--- src/rtl/seq_detect_pkg.sv ---
// -----------------------------------------------------------------------------
// seq_detect_pkg
//   Shared definitions for the serial pattern detector:
//     - legal range of the pattern length (PAT_W_MIN .. PAT_W_MAX)
//     - legal range of the match counter width
//     - fill_t : fill-level type, wide enough for any legal pattern length
//     - fill_state_e : FSM view of the fill level (EMPTY / FILLING / ARMED)
//     - sat_inc : saturating increment for counters up to 32 bits wide
// -----------------------------------------------------------------------------
package seq_detect_pkg;

  localparam int unsigned PAT_W_MIN   = 2;
  localparam int unsigned PAT_W_MAX   = 16;
  localparam int unsigned COUNT_W_MIN = 1;
  localparam int unsigned COUNT_W_MAX = 32;

  // $clog2(PAT_W+1) evaluated at the largest legal PAT_W, so one type
  // serves every instance regardless of its pattern length.
  localparam int unsigned FILL_W = $clog2(PAT_W_MAX + 1);
  typedef logic [FILL_W-1:0] fill_t;

  // Number of bits needed for a fill counter of a given pattern length.
  function automatic int unsigned fill_width(input int unsigned pat_w);
    fill_width = $clog2(pat_w + 1);
  endfunction

  typedef enum logic [1:0] {
    FILL_EMPTY   = 2'd0,
    FILL_FILLING = 2'd1,
    FILL_ARMED   = 2'd2
  } fill_state_e;

  // Increment value, holding at all-ones of a 'width'-bit counter.
  function automatic logic [31:0] sat_inc(input logic [31:0] value,
                                          input int unsigned width);
    logic [31:0] all_ones;
    all_ones = (width >= 32) ? 32'hFFFF_FFFF : ((32'd1 << width) - 32'd1);
    sat_inc  = (value == all_ones) ? value : value + 32'd1;
  endfunction

endpackage

--- src/rtl/seq_detect_fsm_shift_hist.sv ---
// -----------------------------------------------------------------------------
// shift_hist
//   W-bit serial history register. Newest bit enters at the LSB, so the
//   MSB is always the oldest bit held.
//
//   Ports:
//     clk      in   clock, rising edge
//     rst_n    in   asynchronous active-low reset (history -> 0)
//     clr_i    in   synchronous clear (history -> 0), wins over en_i
//     en_i     in   shift d_i in on this edge
//     d_i      in   serial bit to shift in
//     shift_o  out  value the register would take if it shifted d_i now;
//                   lets the owner compare against a pattern on the same
//                   edge that captures the completing bit
// -----------------------------------------------------------------------------
module shift_hist #(
  parameter int unsigned W = 4
) (
  input  logic         clk,
  input  logic         rst_n,
  input  logic         clr_i,
  input  logic         en_i,
  input  logic         d_i,
  output logic [W-1:0] shift_o
);

  logic [W-1:0] hist_q;
  logic [W-1:0] hist_d;

  assign shift_o = {hist_q[W-2:0], d_i};

  always_comb begin
    hist_d = hist_q;
    if (clr_i) begin
      hist_d = '0;
    end else if (en_i) begin
      hist_d = shift_o;
    end
  end

  always_ff @(posedge clk or negedge rst_n) begin
    if (!rst_n) begin
      hist_q <= '0;
    end else begin
      hist_q <= hist_d;
    end
  end

endmodule

--- src/rtl/seq_detect_fsm.sv ---
// -----------------------------------------------------------------------------
// seq_detect_fsm
//   Bit-serial pattern detector. One bit is sampled per edge on which d_valid
//   is high; match pulses for one cycle after the edge whose bit completes
//   PATTERN (MSB = oldest bit). A saturating counter totals matches.
//
//   Parameters:
//     PAT_W    pattern length, 2..16
//     PATTERN  target sequence, MSB oldest, LSB newest
//     OVERLAP  1: bits of a completed match may begin the next one
//              0: history is considered empty after each match
//     COUNT_W  width of match_count, 1..32
//
//   Ports:
//     clk          in   clock, rising edge
//     rst_n        in   asynchronous active-low reset
//     d            in   serial data bit
//     d_valid      in   qualifies d (see stream comment below)
//     clear        in   synchronous flush of history, fill, counter, match
//     match        out  one-cycle pulse after the completing bit
//     match_count  out  matches since reset/clear, saturating
//     armed        out  history holds PAT_W valid bits
//
//   Stream: d_valid is a one-way qualifier with no back-pressure. d is
//   consumed on every rising edge where d_valid=1 and clear=0; edges with
//   d_valid=0 are gaps that leave history and fill untouched, so a pattern
//   may straddle any number of gap cycles.
// -----------------------------------------------------------------------------
module seq_detect_fsm
  import seq_detect_pkg::*;
#(
  parameter int unsigned       PAT_W   = 4,
  parameter logic [PAT_W-1:0]  PATTERN = 4'b1011,
  parameter bit                OVERLAP = 1'b1,
  parameter int unsigned       COUNT_W = 8
) (
  input  logic               clk,
  input  logic               rst_n,
  input  logic               d,
  input  logic               d_valid,
  input  logic               clear,
  output logic               match,
  output logic [COUNT_W-1:0] match_count,
  output logic               armed
);

  if (PAT_W < PAT_W_MIN || PAT_W > PAT_W_MAX) begin : g_bad_pat_w
    $error("seq_detect_fsm: PAT_W out of range 2..16");
  end
  if (COUNT_W < COUNT_W_MIN || COUNT_W > COUNT_W_MAX) begin : g_bad_count_w
    $error("seq_detect_fsm: COUNT_W out of range 1..32");
  end

  localparam fill_t FILL_FULL = fill_t'(PAT_W);

  // ---------------------------------------------------------------------------
  // History window
  // ---------------------------------------------------------------------------
  logic [PAT_W-1:0] hist_shift;

  shift_hist #(
    .W (PAT_W)
  ) u_shift_hist (
    .clk     (clk),
    .rst_n   (rst_n),
    .clr_i   (clear),
    .en_i    (d_valid),
    .d_i     (d),
    .shift_o (hist_shift)
  );

  // ---------------------------------------------------------------------------
  // Fill-level FSM, match flag and counter
  // ---------------------------------------------------------------------------
  fill_t              fill_q;
  fill_t              fill_d;
  fill_t              fill_inc;
  fill_state_e        fill_state;
  logic               match_q;
  logic               match_d;
  logic [COUNT_W-1:0] count_q;
  logic [COUNT_W-1:0] count_d;
  logic               hit;

  // The fill counter is the FSM state; the enum names its three regions.
  always_comb begin
    fill_state = FILL_FILLING;
    if (fill_q == '0) begin
      fill_state = FILL_EMPTY;
    end else if (fill_q == FILL_FULL) begin
      fill_state = FILL_ARMED;
    end
  end

  // Fill level after accepting one more bit; saturates once armed.
  always_comb begin
    fill_inc = fill_q + fill_t'(1);
    if (fill_state == FILL_ARMED) begin
      fill_inc = fill_q;
    end
  end

  // A hit needs a full window; stale history bits from before a reset,
  // clear or non-overlapping match never count because fill gates them.
  assign hit = (fill_inc == FILL_FULL) && (hist_shift == PATTERN);

  always_comb begin
    fill_d  = fill_q;
    match_d = 1'b0;
    count_d = count_q;
    if (clear) begin
      fill_d  = '0;
      count_d = '0;
    end else if (d_valid) begin
      fill_d = fill_inc;
      if (hit) begin
        match_d = 1'b1;
        count_d = COUNT_W'(sat_inc(32'(count_q), COUNT_W));
        if (!OVERLAP) begin
          fill_d = '0;
        end
      end
    end
  end

  always_ff @(posedge clk or negedge rst_n) begin
    if (!rst_n) begin
      fill_q  <= '0;
      match_q <= 1'b0;
      count_q <= '0;
    end else begin
      fill_q  <= fill_d;
      match_q <= match_d;
      count_q <= count_d;
    end
  end

  assign match       = match_q;
  assign match_count = count_q;
  assign armed       = (fill_state == FILL_ARMED);

endmodule

--- config.mk ---
export PLATFORM = sky130hd
export DESIGN_NAME = seq_detect_fsm
export DESIGN_NICKNAME = d
export VERILOG_FILES = /design/src/rtl/seq_detect_pkg.sv /design/src/rtl/seq_detect_fsm_shift_hist.sv /design/src/rtl/seq_detect_fsm.sv
export SDC_FILE = /design/constraint.sdc
export NUM_CORES = 1
export LEC_CHECK = 0
export ABC_CLOCK_PERIOD_IN_PS = 2390
export BUFFER_PORTS_ARGS = -buffer_cell sky130_fd_sc_hd__buf_2
export CAP_MARGIN = 20
export CORE_MARGIN = 2
export CORE_UTILIZATION = 30
export CTS_CLUSTER_SIZE = 24
export DETAILED_ROUTE_END_ITERATION = 8
export PLACE_DENSITY_LB_ADDON = 0.08
export RECOVER_POWER = 25
export SYNTH_ARGS = -nofsm -noshare
export SYNTH_HDL_FRONTEND = slang
export SYNTH_SLANG_ARGS = --single-unit
export TNS_END_PERCENT = 50
--- constraint.sdc ---
create_clock -name clk -period 2.39 [get_ports clk]
set_clock_uncertainty 0.1 [all_clocks]
set_input_delay 0.239 -clock clk [delete_from_list [all_inputs] [get_ports clk]]
set_output_delay 0.239 -clock clk [all_outputs]
set_load 0.005 [all_outputs]
==> flow_summary_export.csv, run 1 <==
group,metric,value,unit
run_status,status,"completed",
worst_hold_path,hold_path_class,"input pin to flop",
global_routing,grt_pass1_wl,3410,um
die,fp.dieW,60.3,um
timing,slew_viol_final,0,
global_routing,grt_pass1_vias,721,
setup_path,crit_family,"compound AO/OA/AOI/OAI gates",
drt,firstDrtPassIters,4,
synth,synth-edff-count,0,
global_routing,grt_overflow,0,
clocking,path_clk_slew,0.10,ns
layout,seqCellArea,425,sq um
synth,netlist_area,950,sq um
power,switching_share,25.5,%
drt,via_per_inst,4.85,
die,ios,15,
synth,ys.flop_type,"dfrtp_1",
setup_path,critPathSlowestCell,"dfrtp_1",
placed_design,pre_cts_ws,0.0110,ns
placed_design,io_buffers,14,
worst_hold_path,min_path_cells,3,
global_routing,grt_start_max_net_pins,18,
setup_path,endpoint_kind,"flop",
drt,vias,815,
power,power.leakage,0.536,nW
timing,setup_violations,0,
layout,drive_gt1_share,33.9,%
layout,nets,133,
timing,fmax,419,MHz
placed_design,place_area,0.00108,sq mm
timing,setup_slack,0.00398,ns
power,total_power,526,uW
run,cap_violations,0,
power,power_density,436,mW/mm^2
synth,ys_seq_area_share,44.8,%
clocking,clock_tree.root_cell,"clkbuf_4",
synth,async_reset_ff_share,100,%
timing,tightest_slew,0.962,ns
setup_path,reg2reg_to,"match_count[5]$_DFFE_PN0P_",
layout,design_area,0.00121,sq mm
layout,final_common_cell,"dfrtp_1",
die,die_h,60.3,um
layout,syn_to_final_growth,27.1,%
die,core.rowCount,20,
setup_path,regToRegSetupSlack,0.004,ns
setup_path,cp.required,2.51,ns
timing,hold_violations,0,
clocking,cts_tree,"done",
setup_path,crit_path_start_kind,"flop",
setup_path,crit_fanout,4,
layout,diodes,0,
setup_path,max_stage_delay,0.43,ns
worst_hold_path,min_to,"u_shift_hist.hist_q[0]$_DFFE_PN0P_",
timing,rsz0062_at_grt,"true",
layout,final_cell_mix,"17 x dfrtp_1, 13 x buf_2, 12 x nor2_1",
synth,syn_area_per_cell,9.89,sq um
drt,wl_per_cell,12.7,um
power,ir_drop,0.229,mV
power,p_comb_share,13.4,%
timing,post-route-period-util,99.8,%
power,p_int,392,uW
setup_path,path_buf_inv,2,
setup_path,cp.arrival,2.51,ns
timing,slew_headroom,35.8,%
global_routing,grt_usage,12.9,%
placed_design,post-dp-hpwl,1370,um
timing,fin_crit,2.39,ns
power,power_frac_seq,57.2,%
clocking,clk_latency,0.29,ns
setup_path,reg2reg_from,"fill_q[1]$_DFFE_PN0P_",
clocking,cts-htree-levels,1,
worst_hold_path,hold_start,"d",
layout,utilization,39.9,%
synth,yosys_warnings,0,
timing,fin_setup_tns,0,ns
layout,finalNonFillerCells,168,
global_routing,antenna_found_initial,0,
drt,wl,2130,um
clocking,clock-sinks,17,
drt,ant_nets,0,
placed_design,gp_congestion,0.819,
power,switchingPower,134,uW
timing,holdWs,0.117,ns
die,core-area,0.00303,sq mm
power,power.share.clock,29.4,%
clocking,cts_made_buffers,3,
synth,syn_inst,96,
setup_path,crit_chain,"inv_2 -> ha_4 -> and4b_1 -> o2111ai_2 -> a211oi_2 -> o211ai_2 -> buf_4 -> or4_1 -> a21oi_1",
drt,drtIter0Drc,20,
setup_path,rr_worst_depth,9,
synth,synth_nets,104,
synth,synth_cell_type_count,33,
synth,synth_seq_cells,17,
setup_path,cp.depth,9,
clocking,clockBufferDepth,2,
die,die-area,0.00363,sq mm
placed_design,numPlacedInstances,154,
layout,n_fill_cell,323,
die,initial_utilization,31.4,%
drt,drc,0,
setup_path,crit_type,"flop to flop",
layout,multi_input_area,513,sq um
## worst max-delay path by stage
stage	startpoint	endpoint	slack [ns]
2_1_floorplan	fill_q[0]$_DFFE_PN0P_	match_count[4]$_DFFE_PN0P_	0.09
3_3_place_gp	fill_q[0]$_DFFE_PN0P_	match_count[7]$_DFFE_PN0P_	0.08
3_5_place_dp	fill_q[0]$_DFFE_PN0P_	match_count[7]$_DFFE_PN0P_	0.01
4_1_cts	fill_q[0]$_DFFE_PN0P_	match_count[7]$_DFFE_PN0P_	0.02
5_1_grt	fill_q[1]$_DFFE_PN0P_	match_count[5]$_DFFE_PN0P_	-0.18
6_report	fill_q[1]$_DFFE_PN0P_	match_count[5]$_DFFE_PN0P_	0.004
## worst register-to-register path, stage by stage (launching register included)
cell       delay [ns]
dfrtp_1          0.43
inv_2            0.09
ha_4             0.19
and4b_1          0.25
o2111ai_2        0.10
a211oi_2         0.32
o211ai_2         0.16
buf_4            0.17
or4_1            0.39
a21oi_1          0.13
## metal layers
metal  vias to the layer above  track usage [%]  share of wire [%]
met3                         2             4.55                4.7
met5                         -                0                  0
met4                         0             2.86               0.89
met2                        18             18.9                 44
li1                        408                -                  -
met1                       387             18.0                 51
## repair_timing
item                                    CTS  global route
hold endpoints to repair                 17             0
endpoints found under the setup margin    2             8
cloned                                    0             1
hold buffers                              1             0
gates resized for setup                   0             6
pin swaps                                 0             7
buffers inserted                          2             6
## synthesized netlist by cell type (3+ instances only)
cell type  instances  share of area, %
dfrtp_1           17                45
mux2i_1            5               5.3
inv_1              4               1.6
a21oi_1            7               3.7
o21ai_0            3               1.6
nand3_1            7               3.7
nor2_1            12               4.7
or3_1              3               2.0
nor3_1             3               1.6
nand2_1            3               1.2
ha_1               3               4.0
## layout make-up
cell class / count / share of cell area, %
multi-input cells: 72 / 42.5
repair buffers: 27 / 14.3
inverters: 4 / 1.24
well taps: 44 / 4.56
flip-flops and latches: 17 / 35.2
clock buffers: 4 / 2.18
## kinds of logic after synthesis
logic type / synth area share, %
compound gates: 14.6
xor+xnor: 2.77
fa+ha+maj: 3.95
buf+inv: 4.35
flops: 44.8
mux: 5.27
simple gates: 24.2
## power by group through the flow
stage,clock (mW),sequential [mW],combinational (mW)
floorplan,0,0.306,0.0375
global placement,0,0.307,0.0575
detailed placement,0,0.307,0.0576
CTS,0.165,0.302,0.0592
global route,0.175,0.302,0.0796
finish,0.155,0.301,0.0704
## state kept, by name, summed over array words and instances, names as in the netlist
register / count
match_count: 8
fill_q: 5
u_shift_hist.hist_q: 3
match: 1
No activity file was read; power rests on OpenSTA's default activity.
==> inputs of run 2 (changes only) <==
--- a/config.mk
+++ b/config.mk
@@ -5,7 +5,7 @@
 export SDC_FILE = /design/constraint.sdc
 export NUM_CORES = 1
 export LEC_CHECK = 0
-export ABC_CLOCK_PERIOD_IN_PS = 2390
+export ABC_CLOCK_PERIOD_IN_PS = 2300
 export BUFFER_PORTS_ARGS = -buffer_cell sky130_fd_sc_hd__buf_2
 export CAP_MARGIN = 20
 export CORE_MARGIN = 2
==> constraint.sdc (replaced) <==
create_clock -name clk -period 2.3 [get_ports clk]
set_clock_uncertainty 0.1 [all_clocks]
set_input_delay 0.23 -clock clk [delete_from_list [all_inputs] [get_ports clk]]
set_output_delay 0.23 -clock clk [all_outputs]
set_load 0.005 [all_outputs]
==> run 2 against run 1 <==
Utilization shrank 0.62 points. Die area is the same. Sequential cell count is the same. Design area shrank 1.6%. Critical path depth shrank 1. Non-clock buffer count shrank 2. Hold slack lost 0.0038 ns. Cell count shrank 1.2%. Clock-buffer cell count is the same. Combinational power grew 12%. Sequential share of layout area grew 0.56 points. Critical endpoint unchanged. Largest cell class unchanged. Largest power group unchanged. Highest routed layer unchanged.
==> flow_summary_export.csv, run 2 (same netlist as run 1, synthesis figures left out) <==
group,metric,value,unit
clocking,cts_made_buffers,3,
layout,syn_to_final_growth,25.2,%
drt,ant_nets,0,
setup_path,cp-startpoint,"fill_q[1]$_DFFE_PN0P_",
setup_path,cp.required,2.43,ns
placed_design,gp_congestion,0.761,
power,power.share.clock,29.0,%
run,cap_violations,0,
setup_path,max_stage_delay,0.44,ns
setup_path,crit_chain,"inv_2 -> ha_4 -> and4b_1 -> o2111ai_2 -> a211oi_2 -> o211ai_2 -> or4_1 -> a21oi_2",
timing,slew_viol_final,0,
timing,tightest_slew,0.960,ns
layout,drive_gt1_share,32.8,%
drt,drtIter0Drc,15,
clocking,clk_latency,0.29,ns
power,ir_drop,0.327,mV
power,switching_share,25.3,%
drt,vias,797,
setup_path,critPathSlowestCell,"or4_1",
die,fp.dieW,60.3,um
global_routing,grt_usage,12.7,%
power,power_frac_seq,56.6,%
clocking,clock_tree.root_cell,"clkbuf_4",
clocking,cts-htree-levels,1,
global_routing,grt_overflow,0,
setup_path,cp.arrival,2.40,ns
power,power.leakage,0.529,nW
timing,fin_crit,2.28,ns
setup_path,regToRegSetupSlack,0.02,ns
timing,post-route-period-util,99.1,%
worst_hold_path,hold_path_class,"input pin to flop",
power,switchingPower,139,uW
clocking,clockBufferDepth,2,
worst_hold_path,hold_start,"d",
placed_design,io_buffers,14,
power,power_density,463,mW/mm^2
setup_path,rr_worst_depth,8,
die,initial_utilization,31.4,%
global_routing,grt_pass1_vias,715,
setup_path,crit_path_start_kind,"flop",
setup_path,crit_fanout,6,
timing,slew_headroom,36.0,%
setup_path,crit_type,"flop to flop",
global_routing,grt_pass1_wl,3430,um
layout,nets,131,
clocking,cts_tree,"done",
layout,diodes,0,
drt,firstDrtPassIters,4,
global_routing,antenna_found_initial,0,
clocking,clock-sinks,17,
layout,final_common_cell,"dfrtp_1",
die,die_h,60.3,um
layout,finalNonFillerCells,166,
setup_path,endpoint_kind,"flop",
die,die-area,0.00363,sq mm
placed_design,post-dp-hpwl,1410,um
global_routing,grt_start_max_net_pins,18,
drt,drc,0,
run_status,status,"completed",
layout,largest_reg_flops,8,
timing,fmax,439,MHz
timing,holdWs,0.114,ns
drt,via_per_inst,4.80,
timing,hold_violations,0,
die,core.rowCount,20,
clocking,path_clk_slew,0.10,ns
layout,final_cell_mix,"17 x dfrtp_1, 13 x buf_2, 12 x nor2_1",
die,ios,15,
worst_hold_path,min_path_cells,3,
timing,setup_violations,0,
drt,wl_per_cell,12.3,um
power,p_int,411,uW
setup_path,reg2reg_from,"fill_q[1]$_DFFE_PN0P_",
drt,wl,2050,um
die,core-area,0.00303,sq mm
power,p_comb_share,14.4,%
placed_design,numPlacedInstances,160,
timing,rsz0062_at_grt,"true",
## run 2: routing by layer
layer / wire [um] / track usage (%)
met3: 57 / 4.55
met2: 874 / 18.3
met4: 19 / 1.90
met5: 0 / 0
met1: 1100 / 18.5
## run 2: worst max-delay path: cells and delay by family (launching register included)
kind | cells | cell delay (ns)
AO/OA/AOI/OAI | 4 | 0.75
AND/OR/NAND/NOR | 2 | 0.70
adder cells (fa/ha/maj) | 1 | 0.20
flip-flops | 1 | 0.40
buffers and inverters | 1 | 0.08
## run 2: timing repair
item / in CTS / in global routing
setup endpoints to repair: 2 / 8
resized for setup: 0 / 5
endpoints found under the hold margin: 17 / 0
gates cloned: 1 / 0
buffers inserted: 1 / 0
pin swaps: 2 / 4
hold buffers: 1 / 0
## run 2: path summary, 6_finish.rpt
path,endpoint
max,match_count[5]$_DFFE_PN0P_
min,u_shift_hist.hist_q[0]$_DFFE_PN0P_
max reg2reg,match_count[5]$_DFFE_PN0P_
min reg2reg,u_shift_hist.hist_q[2]$_DFFE_PN0P_
max in group asynchronous,match_count[0]$_DFFE_PN0P_
min in group asynchronous,match_count[5]$_DFFE_PN0P_
## run 2: through the flow
stage	setup TNS, ns	power [mW]	area (sq um)	setup slack (ns)	util [%]
2_1_floorplan	0	0.357	950	0.00464	-
3_3_place_gp	0	0.389	1120	0.0162	37.1
3_5_place_dp	-0.0588	0.389	1120	-0.0337	37.1
4_1_cts	0	0.559	1170	0.0106	38.8
5_1_grt	-0.453	0.586	1190	-0.111	39.3
6_report	0	0.550	1190	0.0216	39.3
## run 2: power by group through the flow
| stage | combinational (mW) | clock (mW) | sequential, mW |
|---|---|---|---|
| global route | 0.0878 | 0.186 | 0.312 |
| floorplan | 0.0391 | 0 | 0.318 |
| CTS | 0.0746 | 0.173 | 0.311 |
| global placement | 0.0724 | 0 | 0.317 |
| finish | 0.0790 | 0.160 | 0.312 |
| detailed placement | 0.0722 | 0 | 0.317 |
## run 2: cell type report
cell class	instances	area, sq um
clock buffers	4	26.3
well taps	44	55.1
repair buffers	25	154
flip-flops and latches	17	425
multi-input cells	72	513
fillers	316	1840
inverters	4	15.0
